### src/rtl/input_event_conditioner.sv
// input_event_conditioner: 2-FF sync + per-channel debounce + one token per qualified edge.
// Latency: stable raw change -> level in 2+DEBOUNCE_CYCLES clocks; level edge -> evt_valid one clock later.
// Backpressure: token slot holds while !evt_ready; repeat edges on a pending channel merge and set sticky overflow.
// Build option: define FALL_EVT_EN to also emit falling-edge tokens (evt_edge=0).
module input_event_conditioner #(
    parameter int  CHANNELS        = 4,
    parameter int  DEBOUNCE_CYCLES = 16,
    localparam int CHAN_W          = $clog2(CHANNELS)
) (
    input  logic                clk,
    input  logic                reset,
    input  logic [CHANNELS-1:0] btn_raw,
    output logic [CHANNELS-1:0] level,
    output logic                evt_valid,
    input  logic                evt_ready,
    output logic [CHAN_W-1:0]   evt_chan,
    output logic                evt_edge,
    output logic                overflow,
    input  logic                overflow_clr
);
    localparam int               CNT_W    = $clog2(DEBOUNCE_CYCLES + 1);
    localparam logic [CNT_W-1:0] CNT_LAST = CNT_W'(DEBOUNCE_CYCLES - 1);

    logic [CHANNELS-1:0]            meta_q, sync_q;
    logic [CHANNELS-1:0]            level_q, level_d;
    logic [CHANNELS-1:0][CNT_W-1:0] cnt_q, cnt_d;
    logic [CHANNELS-1:0]            rise_det;
    logic [CHANNELS-1:0]            pend_rise_q, pend_rise_d, clr_rise;
    logic                           evt_valid_q, evt_valid_d;
    logic [CHAN_W-1:0]              evt_chan_q, evt_chan_d;
    logic                           overflow_q, overflow_d;
    logic [CHAN_W-1:0]              sel_chan;
    logic                           any_pend, load, drop;
`ifdef FALL_EVT_EN
    logic [CHANNELS-1:0]            fall_det, pend_fall_q, pend_fall_d, clr_fall;
    logic                           evt_edge_q, evt_edge_d, sel_edge;
`endif

    // Debounce: a channel's level flips only after DEBOUNCE_CYCLES consecutive differing synced samples.
    always_comb begin
        level_d  = level_q;
        cnt_d    = '0;
        rise_det = '0;
`ifdef FALL_EVT_EN
        fall_det = '0;
`endif
        for (int i = 0; i < CHANNELS; i++) begin
            if (sync_q[i] != level_q[i]) begin
                if (cnt_q[i] == CNT_LAST) begin
                    level_d[i]  = ~level_q[i];
                    rise_det[i] = ~level_q[i];
`ifdef FALL_EVT_EN
                    fall_det[i] = level_q[i];
`endif
                end else begin
                    cnt_d[i] = cnt_q[i] + CNT_W'(1);
                end
            end
        end
    end

    // Token selection: lowest pending channel wins, rise ahead of fall on the same channel.
    always_comb begin
        sel_chan = '0;
        any_pend = 1'b0;
        clr_rise = '0;
`ifdef FALL_EVT_EN
        sel_edge = 1'b1;
        clr_fall = '0;
        for (int i = CHANNELS - 1; i >= 0; i--) begin
            if (pend_fall_q[i]) begin
                sel_chan = CHAN_W'(i);
                sel_edge = 1'b0;
                any_pend = 1'b1;
            end
            if (pend_rise_q[i]) begin
                sel_chan = CHAN_W'(i);
                sel_edge = 1'b1;
                any_pend = 1'b1;
            end
        end
        load = (!evt_valid_q || evt_ready) && any_pend;
        for (int i = 0; i < CHANNELS; i++) begin
            clr_rise[i] = load && sel_edge && (sel_chan == CHAN_W'(i));
            clr_fall[i] = load && !sel_edge && (sel_chan == CHAN_W'(i));
        end
`else
        for (int i = CHANNELS - 1; i >= 0; i--) begin
            if (pend_rise_q[i]) begin
                sel_chan = CHAN_W'(i);
                any_pend = 1'b1;
            end
        end
        load = (!evt_valid_q || evt_ready) && any_pend;
        for (int i = 0; i < CHANNELS; i++) begin
            clr_rise[i] = load && (sel_chan == CHAN_W'(i));
        end
`endif
    end

    // Pending bits, overflow and the output slot; a bit loaded this cycle may be re-armed by a fresh edge.
    always_comb begin
        pend_rise_d = (pend_rise_q & ~clr_rise) | rise_det;
        drop        = |(rise_det & pend_rise_q & ~clr_rise);
`ifdef FALL_EVT_EN
        pend_fall_d = (pend_fall_q & ~clr_fall) | fall_det;
        drop        = drop | (|(fall_det & pend_fall_q & ~clr_fall));
        evt_edge_d  = evt_edge_q;
`endif
        overflow_d  = drop ? 1'b1 : (overflow_clr ? 1'b0 : overflow_q);
        evt_valid_d = evt_valid_q;
        evt_chan_d  = evt_chan_q;
        if (evt_valid_q && evt_ready) begin
            evt_valid_d = 1'b0;
        end
        if (load) begin
            evt_valid_d = 1'b1;
            evt_chan_d  = sel_chan;
`ifdef FALL_EVT_EN
            evt_edge_d  = sel_edge;
`endif
        end
    end

    // State registers; reset discards all pending and presented tokens immediately.
    always_ff @(posedge clk or posedge reset) begin
        if (reset) begin
            meta_q      <= '0;
            sync_q      <= '0;
            level_q     <= '0;
            cnt_q       <= '0;
            pend_rise_q <= '0;
            evt_valid_q <= 1'b0;
            evt_chan_q  <= '0;
            overflow_q  <= 1'b0;
`ifdef FALL_EVT_EN
            pend_fall_q <= '0;
            evt_edge_q  <= 1'b1;
`endif
        end else begin
            meta_q      <= btn_raw;
            sync_q      <= meta_q;
            level_q     <= level_d;
            cnt_q       <= cnt_d;
            pend_rise_q <= pend_rise_d;
            evt_valid_q <= evt_valid_d;
            evt_chan_q  <= evt_chan_d;
            overflow_q  <= overflow_d;
`ifdef FALL_EVT_EN
            pend_fall_q <= pend_fall_d;
            evt_edge_q  <= evt_edge_d;
`endif
        end
    end

    assign level     = level_q;
    assign evt_valid = evt_valid_q;
    assign evt_chan  = evt_chan_q;
    assign overflow  = overflow_q;
`ifdef FALL_EVT_EN
    assign evt_edge  = evt_edge_q;
`else
    assign evt_edge  = 1'b1;
`endif

endmodule

### config.mk
export PLATFORM = sky130hd
export DESIGN_NAME = input_event_conditioner
export DESIGN_NICKNAME = d
export VERILOG_FILES = /design/src/rtl/input_event_conditioner.sv
export SDC_FILE = /design/constraint.sdc
export NUM_CORES = 1
export LEC_CHECK = 0
export CORE_ASPECT_RATIO = 0.9
export CORE_UTILIZATION = 28
export DETAILED_ROUTE_END_ITERATION = 10
export SLEW_MARGIN = 20
export SYNTH_ARGS = -nofsm -noshare
export SYNTH_HDL_FRONTEND = slang
export SYNTH_SLANG_ARGS = --single-unit
### constraint.sdc
create_clock -name clk -period 1.66 [get_ports clk]
set_input_delay 0.332 -clock clk [delete_from_list [all_inputs] [get_ports clk]]
set_output_delay 0.332 -clock clk [all_outputs]
set_load 0.03 [all_outputs]
# After elaboration in Yosys (flattened, before gate mapping)
# Index checks and enable logic that the tools add are counted.
dict set report op_classes {
  bitwise_logic 9
  reduce_logical 16
  n_mux 28
  n_addsub 4
  eq_ne 11
}
# op count
set op_table {}
lappend op_table {{5-bit two-way mux} 8}
lappend op_table {{5-bit by 1-bit adder with 5-bit output (second input constant)} 4}
lappend op_table {{5-bit by 4-bit == test with 1-bit output (second input constant)} 4}
lappend op_table {{1-bit two-way mux} 16}
lappend op_table {{4-bit bitwise AND} 3}
lappend op_table {{2-bit two-way mux} 4}
lappend op_table {{2-bit AND reduction} 4}
lappend op_table {{1-bit logical AND} 6}
lappend op_table {{2-bit == test (second input constant)} 2}
lappend op_table {{1-bit inequality test} 4}
lappend op_table {{1-bit inverter} 4}
lappend op_table {{4-bit inverter} 1}
lappend op_table {{4-bit bitwise OR} 1}
lappend op_table {{2-bit nonzero test} 2}
lappend op_table {{4-bit OR reduction} 1}
lappend op_table {{2-bit by 1-bit == test with 1-bit output (second input constant)} 1}
lappend op_table {{2-bit zero test} 1}
lappend op_table {{1-bit zero test} 1}
lappend op_table {{1-bit logical OR} 1}
dict set report word_totals {
  reg_bits 40
  wordCells 82
  out_inout_bits 9
  in_bits 8
}

# Logic depth before layout (Yosys ltp)
# Gate-level depths: netlist of the first run.
dict set report logic_depth {
  depth_word 10
  ltp_mapped 5
  mapped_depth_nobuf 5
}

# Worst setup path after synthesis of the first run
# Ideal clock, no wire load.
dict set report synth_timing {
  path_kind {register -> register}
  from {register evt_valid_q (netlist: evt_valid)}
  to {register overflow_q (netlist: overflow)}
  setup_time_ns 0.118
  t_required_ns 1.542
  arrival_time_ns 1.348
  synth_period_minus_slack_ns 1.466
  n_path_buf 1
  stages_incl_launch_ff 6
  setup_slack_ns 0.194
  path_cell_list {dfrtp_1 -> nor2b_1 -> clkbuf_1 -> o41ai_2 -> o221ai_2 -> a21o_1}
}
dict set report synth_between {
  elab_chain_len 8
  elab_cells_between_ends 12
  classes_between {mux: 1; bitwise: 2; reduce/logical: 9}
}
# item line
set synth_rtl {}
lappend synth_rtl {{start, declared} 29} ;# logic evt_valid_q, evt_valid_d;
lappend synth_rtl {{start signal, assigned} 146} ;# evt_valid_q <= evt_valid_d;
lappend synth_rtl {{1-bit zero test *} 94} ;# load = (!evt_valid_q || evt_ready) && any_pend;
lappend synth_rtl {{1-bit logical OR *} 94}
lappend synth_rtl {{1-bit logical AND *} 94}
lappend synth_rtl {{1-bit logical AND} 96} ;# clr_rise[i] = load && (sel_chan == CHAN_W'(i));
lappend synth_rtl {{4-bit inverter *} 104} ;# drop = |(rise_det & pend_rise_q & ~clr_rise);
lappend synth_rtl {{4-bit bitwise AND *} 104}
lappend synth_rtl {{4-bit OR reduction *} 104}
lappend synth_rtl {{1-bit two-way mux / 2-bit nonzero test (equally long branches)} n/a}
lappend synth_rtl {{end signal, assigned} 148} ;# overflow_q <= overflow_d;
lappend synth_rtl {{end, declared} 31} ;# logic overflow_q, overflow_d;
# Every way passes the cells marked *; elsewhere a longest branch is shown, timed or not.
# A chain may end at the register's enable or synchronous reset.

# Worst setup path after layout of the first run
dict set report layout_timing {
  from {register cnt_q[0] (netlist bit)}
  to {register overflow_q (netlist: overflow)}
}
dict set report layout_between {
  elab_chain_len 7
  elab_cells_between_ends 8
  classes_between {eq/ne: 1; mux: 3; bitwise: 2; reduce/logical: 2}
}
# item line
set layout_rtl {}
lappend layout_rtl {{start, declared} 26} ;# logic [CHANNELS-1:0][CNT_W-1:0] cnt_q, cnt_d;
lappend layout_rtl {{start signal, assigned} 144} ;# cnt_q <= cnt_d;
lappend layout_rtl {{5-bit by 4-bit == test with 1-bit output *} 49} ;# if (cnt_q[i] == CNT_LAST) begin
lappend layout_rtl {{1-bit two-way mux *} 49}
lappend layout_rtl {{1-bit two-way mux *} 48} ;# if (sync_q[i] != level_q[i]) begin
lappend layout_rtl {{4-bit bitwise AND * (2 in a row)} 104}
lappend layout_rtl {{4-bit OR reduction *} 104}
lappend layout_rtl {{1-bit two-way mux / 2-bit nonzero test (equally long branches)} n/a}
# Marks and branches as above.

==> results of run 1 <==
[logic make-up (layout without fill, tap and decap cells)]
logic type      Yosys count  count (layout)  share of synthesized area
simple gates             52              52                     0.1690
flops                    40              40                     0.6144
compound gates           16              16                    0.07067
xor+xnor                 12              12                    0.06452
buf+inv                   8              31                    0.02074
fa+ha+maj                 4               4                    0.03072
mux                       4               4                    0.02765
other cells               1               1                   0.002302
[flip-flops by register name, summed over array words and instances, names as in the netlist]
signal	count
level	4
cnt_q	20
overflow	1
evt_valid	1
meta_q	4
evt_chan	2
pend_rise_q	4
sync_q	4
[layout make-up]
cell class              instances  area, um2  area share
flip-flops and latches         40       1001      0.5099
inverters                       6      22.52     0.01147
repair buffers                 17      171.4     0.08732
clock buffers                   8      90.09     0.04589
well taps                      67      83.83     0.04270
multi-input cells              89      594.3      0.3027
[report_power, final]
part / switching, mW / internal, mW / total [mW] / leakage, nW
sequential: 0.0324 / 1.02 / 1.05 / 0.526
clock: 0.312 / 0.339 / 0.651 / 0.0455
combinational: 0.0865 / 0.0647 / 0.151 / 0.453
[routing by layer]
layer | vias up | part of all wire
li1 | 504 | -
met1 | 477 | 0.49
met2 | 20 | 0.45
met3 | 5 | 0.038
met4 | 0 | 0.015
met5 | - | 0
[Yosys cell counts (2+ instances only)]
| master | n | area, um2 |
|---|---|---|
| nand2_1 | 4 | 15.01 |
| nand3_1 | 9 | 45.04 |
| and2_1 | 5 | 31.28 |
| and3_1 | 3 | 18.77 |
| o21ai_0 | 8 | 40.04 |
| and4b_1 | 2 | 20.02 |
| inv_1 | 6 | 22.52 |
| mux2_2 | 4 | 45.04 |
| xor2_1 | 12 | 105.1 |
| nor2b_1 | 3 | 18.77 |
| a21oi_1 | 2 | 10.01 |
| nor2_1 | 21 | 78.83 |
| ha_1 | 4 | 50.05 |
| dfrtp_1 | 40 | 1001 |
[worst register-to-register path, cell delays in order, from the launching register on]
cell and delay [ns]:
dfrtp_1 0.39, ha_1 0.19, nand3_1 0.12, or4b_1 0.52, o21ai_0 0.17, a21o_1 0.13
[worst paths after layout]
| check | endpoint | cells after the start |
|---|---|---|
| min reg2reg | sync_q[1] | 0 |
| max reg2reg | overflow | 5 |
| min in group asynchronous | meta_q[3] | 3 |
| min | sync_q[1] | 0 |
| max | overflow | 5 |
| max in group asynchronous | pend_rise_q[0] | 3 |
[through the flow]
| step | area (um2) | setup slack (ns) | hold slack [ns] | total power [mW] | TNS [ns] |
|---|---|---|---|---|---|
| CTS | 1961 | 0.005240 | 0.3525 | 1.885 | 0 |
| floorplan | 1629 | 0.1939 | 0.3312 | 1.165 | 0 |
| finish | 1963 | 0.08894 | 0.3517 | 1.854 | 0 |
| global placement | 1879 | 0.04751 | 0.3320 | 1.232 | 0 |
| global route | 1963 | 0.02134 | 0.3555 | 1.939 | 0 |
| detailed placement | 1879 | -0.002342 | 0.3364 | 1.234 | -0.002342 |
[timing repair]
action / CTS / global route
resized for setup: 7 / 1
setup endpoints to repair: 7 / 1
pin swaps: 0 / 0
==> results.json, run 1 <==
{
  "path_delay_family": "simple AND/OR/NAND/NOR gates",
  "cp-startpoint": "cnt_q[0]",
  "clkLatencyLatePin_ns": 0.28,
  "cp_max_fo": 3,
  "report.final.slew_viol_count": 0,
  "drc": 0,
  "power_per_cell_area_nw_per_um2": 944.6,
  "max_freq_mhz": 636.5,
  "vias": 1006,
  "detail-route-antenna-nets": 0,
  "hp-class": "reg2reg",
  "port_buffers": 15,
  "grt.busiest_layer": "met2",
  "wl_per_cell_um": 11.34,
  "cts.sinks": 40,
  "worst_pin_slew_ns": 0.5629,
  "detail_route.first_pass.iterations": 4,
  "grt_overflow": 0,
  "cts_htree_levels": 2,
  "ff2ff_setup_slack_ns": 0.09,
  "max_slew_margin": 0.6239,
  "status": "finished, final reports clean",
  "rows": 25,
  "antenna_cells": 0,
  "clock-root-buffer": "clkbuf_8",
  "path_buf_inv": 0,
  "hold_violations": 0,
  "die_y_um": 74.36,
  "clkSlewWorstSetupHoldPaths_ns": 0.07,
  "grt_util_all_layers": 0.09404,
  "cp_cell_sequence": "ha_1 > nand3_1 > or4b_1 > o21ai_0 > a21o_1",
  "use_met2": 0.1433,
  "setup_viol": 0,
  "nNetsFinal": 171,
  "die-area_um2": 6127,
  "min_period_over_period": 0.9464,
  "initial_core_util": 0.3010,
  "max-vdd-ir-drop_mv": 0.4993,
  "grt_max_degree": 41,
  "synth_cell_type_count": 28,
  "drive_gt1_frac": 0.1063,
  "p_leak_nw": 1.024,
  "postSynthAreaPerCell_um2": 11.89,
  "final_common_cell": "dfrtp_1",
  "cts.path.max_buffers": 2,
  "final_cells": 227,
  "routed_via_density": 4.432,
  "synth_edf_count": 0,
  "core-area_um2": 5411,
  "die_x_um": 82.40,
  "final_util": 0.3628,
  "cp-start-kind": "register",
  "syn_nets": 149,
  "hold_buffers": 0,
  "wirelength_mm": 2.574,
  "met1_usage": 0.1255,
  "grt_antenna_before_repair": 0,
  "first_iter_violations": 69,
  "dp_hpwl_mm": 1.843,
  "grt_pass1_vias": 974,
  "synth_cells": 137,
  "period_needed_ns": 1.571,
  "worstHoldStart": "meta_q[1]",
  "syn_to_final_growth_pct": 20.51,
  "cts_tree": "built",
  "cp.required_ns": 1.88,
  "synth_warnings": 0,
  "routabilityCongestion": 0.7434,
  "netlist_area_um2": 1629,
  "synthArstFlopShare": 1.000,
  "final_cell_mix": "dfrtp_1, nor2_1, xor2_1",
  "fin_skew_ns": 0.004981,
  "rsz0062_at_grt": "no",
  "cts_setup_buffers": 0,
  "dp_cells": 219,
  "grtUsageMet3": 0.02577,
  "critical_path_arrival_ns": 1.79,
  "synth-seq-cells": 40,
  "cp-end-kind": "register",
  "grt_pass1_wl_mm": 4.312,
  "cap_violations": 0,
  "synth_flop_cell": "dfrtp_1",
  "reg2reg_from": "cnt_q[0]",
  "critPathMaxStageDelay_ns": 0.52,
  "worst-setup-path-type": "reg2reg",
  "ys_seq_area_frac": 0.6144,
  "ios": 17,
  "fillCellCount": 549,
  "cts_buffers": 5,
  "critPathSlowestCell": "or4b_1"
}
Note: power is estimated with default switching activity, not from simulation.
==> inputs of run 2 (changes only) <==
- DONT_BUFFER_PORTS: unset -> 1
- clock period: 1.66 -> 2 ns (I/O delays scaled with it)
==> results.json, run 2 (synthesized netlist as in run 1, its figures left out) <==
{
  "cts_buffers": 5,
  "holdWs_ns": 0.1009,
  "antenna_cells": 0,
  "cts_htree_levels": 2,
  "max-vdd-ir-drop_mv": 0.4140,
  "cp-start-kind": "register",
  "final_common_cell": "dfrtp_1",
  "p_leak_nw": 0.9080,
  "dp_hpwl_mm": 1.770,
  "hp-class": "in2async",
  "max_slew_margin": 0.6280,
  "final_cell_mix": "dfrtp_1, nor2_1, xor2_1",
  "top_register": "cnt_q",
  "final-seq-area_um2": 1001,
  "cts_resized": 0,
  "vias": 949,
  "drive_gt1_frac": 0.1189,
  "grt_antenna_before_repair": 0,
  "clock-root-buffer": "clkbuf_8",
  "cts.sinks": 40,
  "detail-route-antenna-nets": 0,
  "rows": 25,
  "grt_overflow": 0,
  "ff2ff_setup_slack_ns": 0.44,
  "routabilityCongestion": 0.7168,
  "fin_setup_tns_ns": 0,
  "power_per_cell_area_nw_per_um2": 827.0,
  "fillCellCount": 549,
  "cts.path.max_buffers": 2,
  "routed_via_density": 4.519,
  "cts_setup_buffers": 0,
  "total_power_mw": 1.481,
  "worst-setup-path-type": "reg2reg",
  "clkSlewWorstSetupHoldPaths_ns": 0.08,
  "die-area_um2": 6127,
  "worst_pin_slew_ns": 0.5569,
  "die_x_um": 82.40,
  "min_period_over_period": 0.7823,
  "wl_per_cell_um": 11.82,
  "cp.required_ns": 2.24,
  "cp-end-kind": "register",
  "worstRegToRegCells": 5,
  "cts_tree": "built",
  "multi_input_area_um2": 594.3,
  "initial_core_util": 0.3010,
  "cap_violations": 0,
  "period_needed_ns": 1.565,
  "port_buffers": 0,
  "cp_max_fo": 4,
  "setup_ws_ns": 0.4354,
  "syn_to_final_growth_pct": 9.908,
  "status": "finished, final reports clean",
  "core-area_um2": 5411,
  "hold_violations": 0,
  "detail_route.first_pass.iterations": 4,
  "hold_buffers": 0,
  "wirelength_mm": 2.482,
  "die_y_um": 74.36,
  "fin_skew_ns": 0.01035,
  "largest_register_ffs": 20,
  "grt_max_degree": 41,
  "critical_path_arrival_ns": 1.81,
  "grt_util_all_layers": 0.09854,
  "rsz0062_at_grt": "no",
  "first_iter_violations": 58,
  "r2r_end": "overflow",
  "grt_pass1_vias": 904,
  "grt_pass1_wl_mm": 4.236,
  "nNetsFinal": 155,
  "setup_viol": 0,
  "ios": 17,
  "reg2reg_from": "cnt_q[0]",
  "drc": 0,
  "pre_cts_ws_ns": 0.4483,
  "max_freq_mhz": 639.1,
  "clkLatencyLatePin_ns": 0.30,
  "report.final.slew_viol_count": 0
}
run 2: area by class of cell:
cell class	count	area share
flip-flops and latches	40	0.5590
multi-input cells	89	0.3319
well taps	67	0.04682
clock buffers	5	0.03843
inverters	6	0.01258
clock inverters	2	0.006988
repair buffers	1	0.004193
run 2: critical path, stage by stage, from the launching register on:
cell and delay [ns]:
dfrtp_1 0.39, ha_1 0.19, nand3_1 0.13, or4b_1 0.50, o21ai_0 0.16, a21o_1 0.14
run 2: stage by stage:
step	instance area, um2	cells	utilization
floorplan	1629	137	-
global placement	1709	203	0.3158
detailed placement	1709	203	0.3158
CTS	1790	210	0.3309
global route	1790	210	0.3309
finish	1790	210	0.3309
run 2: how the worst max path moves through the flow:
| stage | end | cells after the start | from | slack [ns] |
|---|---|---|---|---|
| final | overflow | 5 | cnt_q[0] | 0.44 |
| after detailed placement | overflow | 5 | cnt_q[0] | 0.45 |
| after CTS | overflow | 5 | cnt_q[0] | 0.43 |
| after floorplan | overflow | 5 | evt_valid | 0.53 |
| after global placement | overflow | 5 | cnt_q[15] | 0.50 |
| after global routing | overflow | 4 | evt_valid | 0.29 |
run 2: where the power goes:
group,internal [mW],total (mW),switching (mW)
clock network,0.236,0.511,0.275
logic,0.0298,0.0745,0.0447
registers,0.846,0.895,0.0491
run 2: routing by layer:
layer	share of wire	wire, um	GRT usage	vias up
li1	-	-	-	476
met1	0.47	1157	0.1187	446
met2	0.43	1071	0.1414	19
met3	0.071	176	0.04172	8
met4	0.031	76	0.07018	0
met5	0	0	0	-
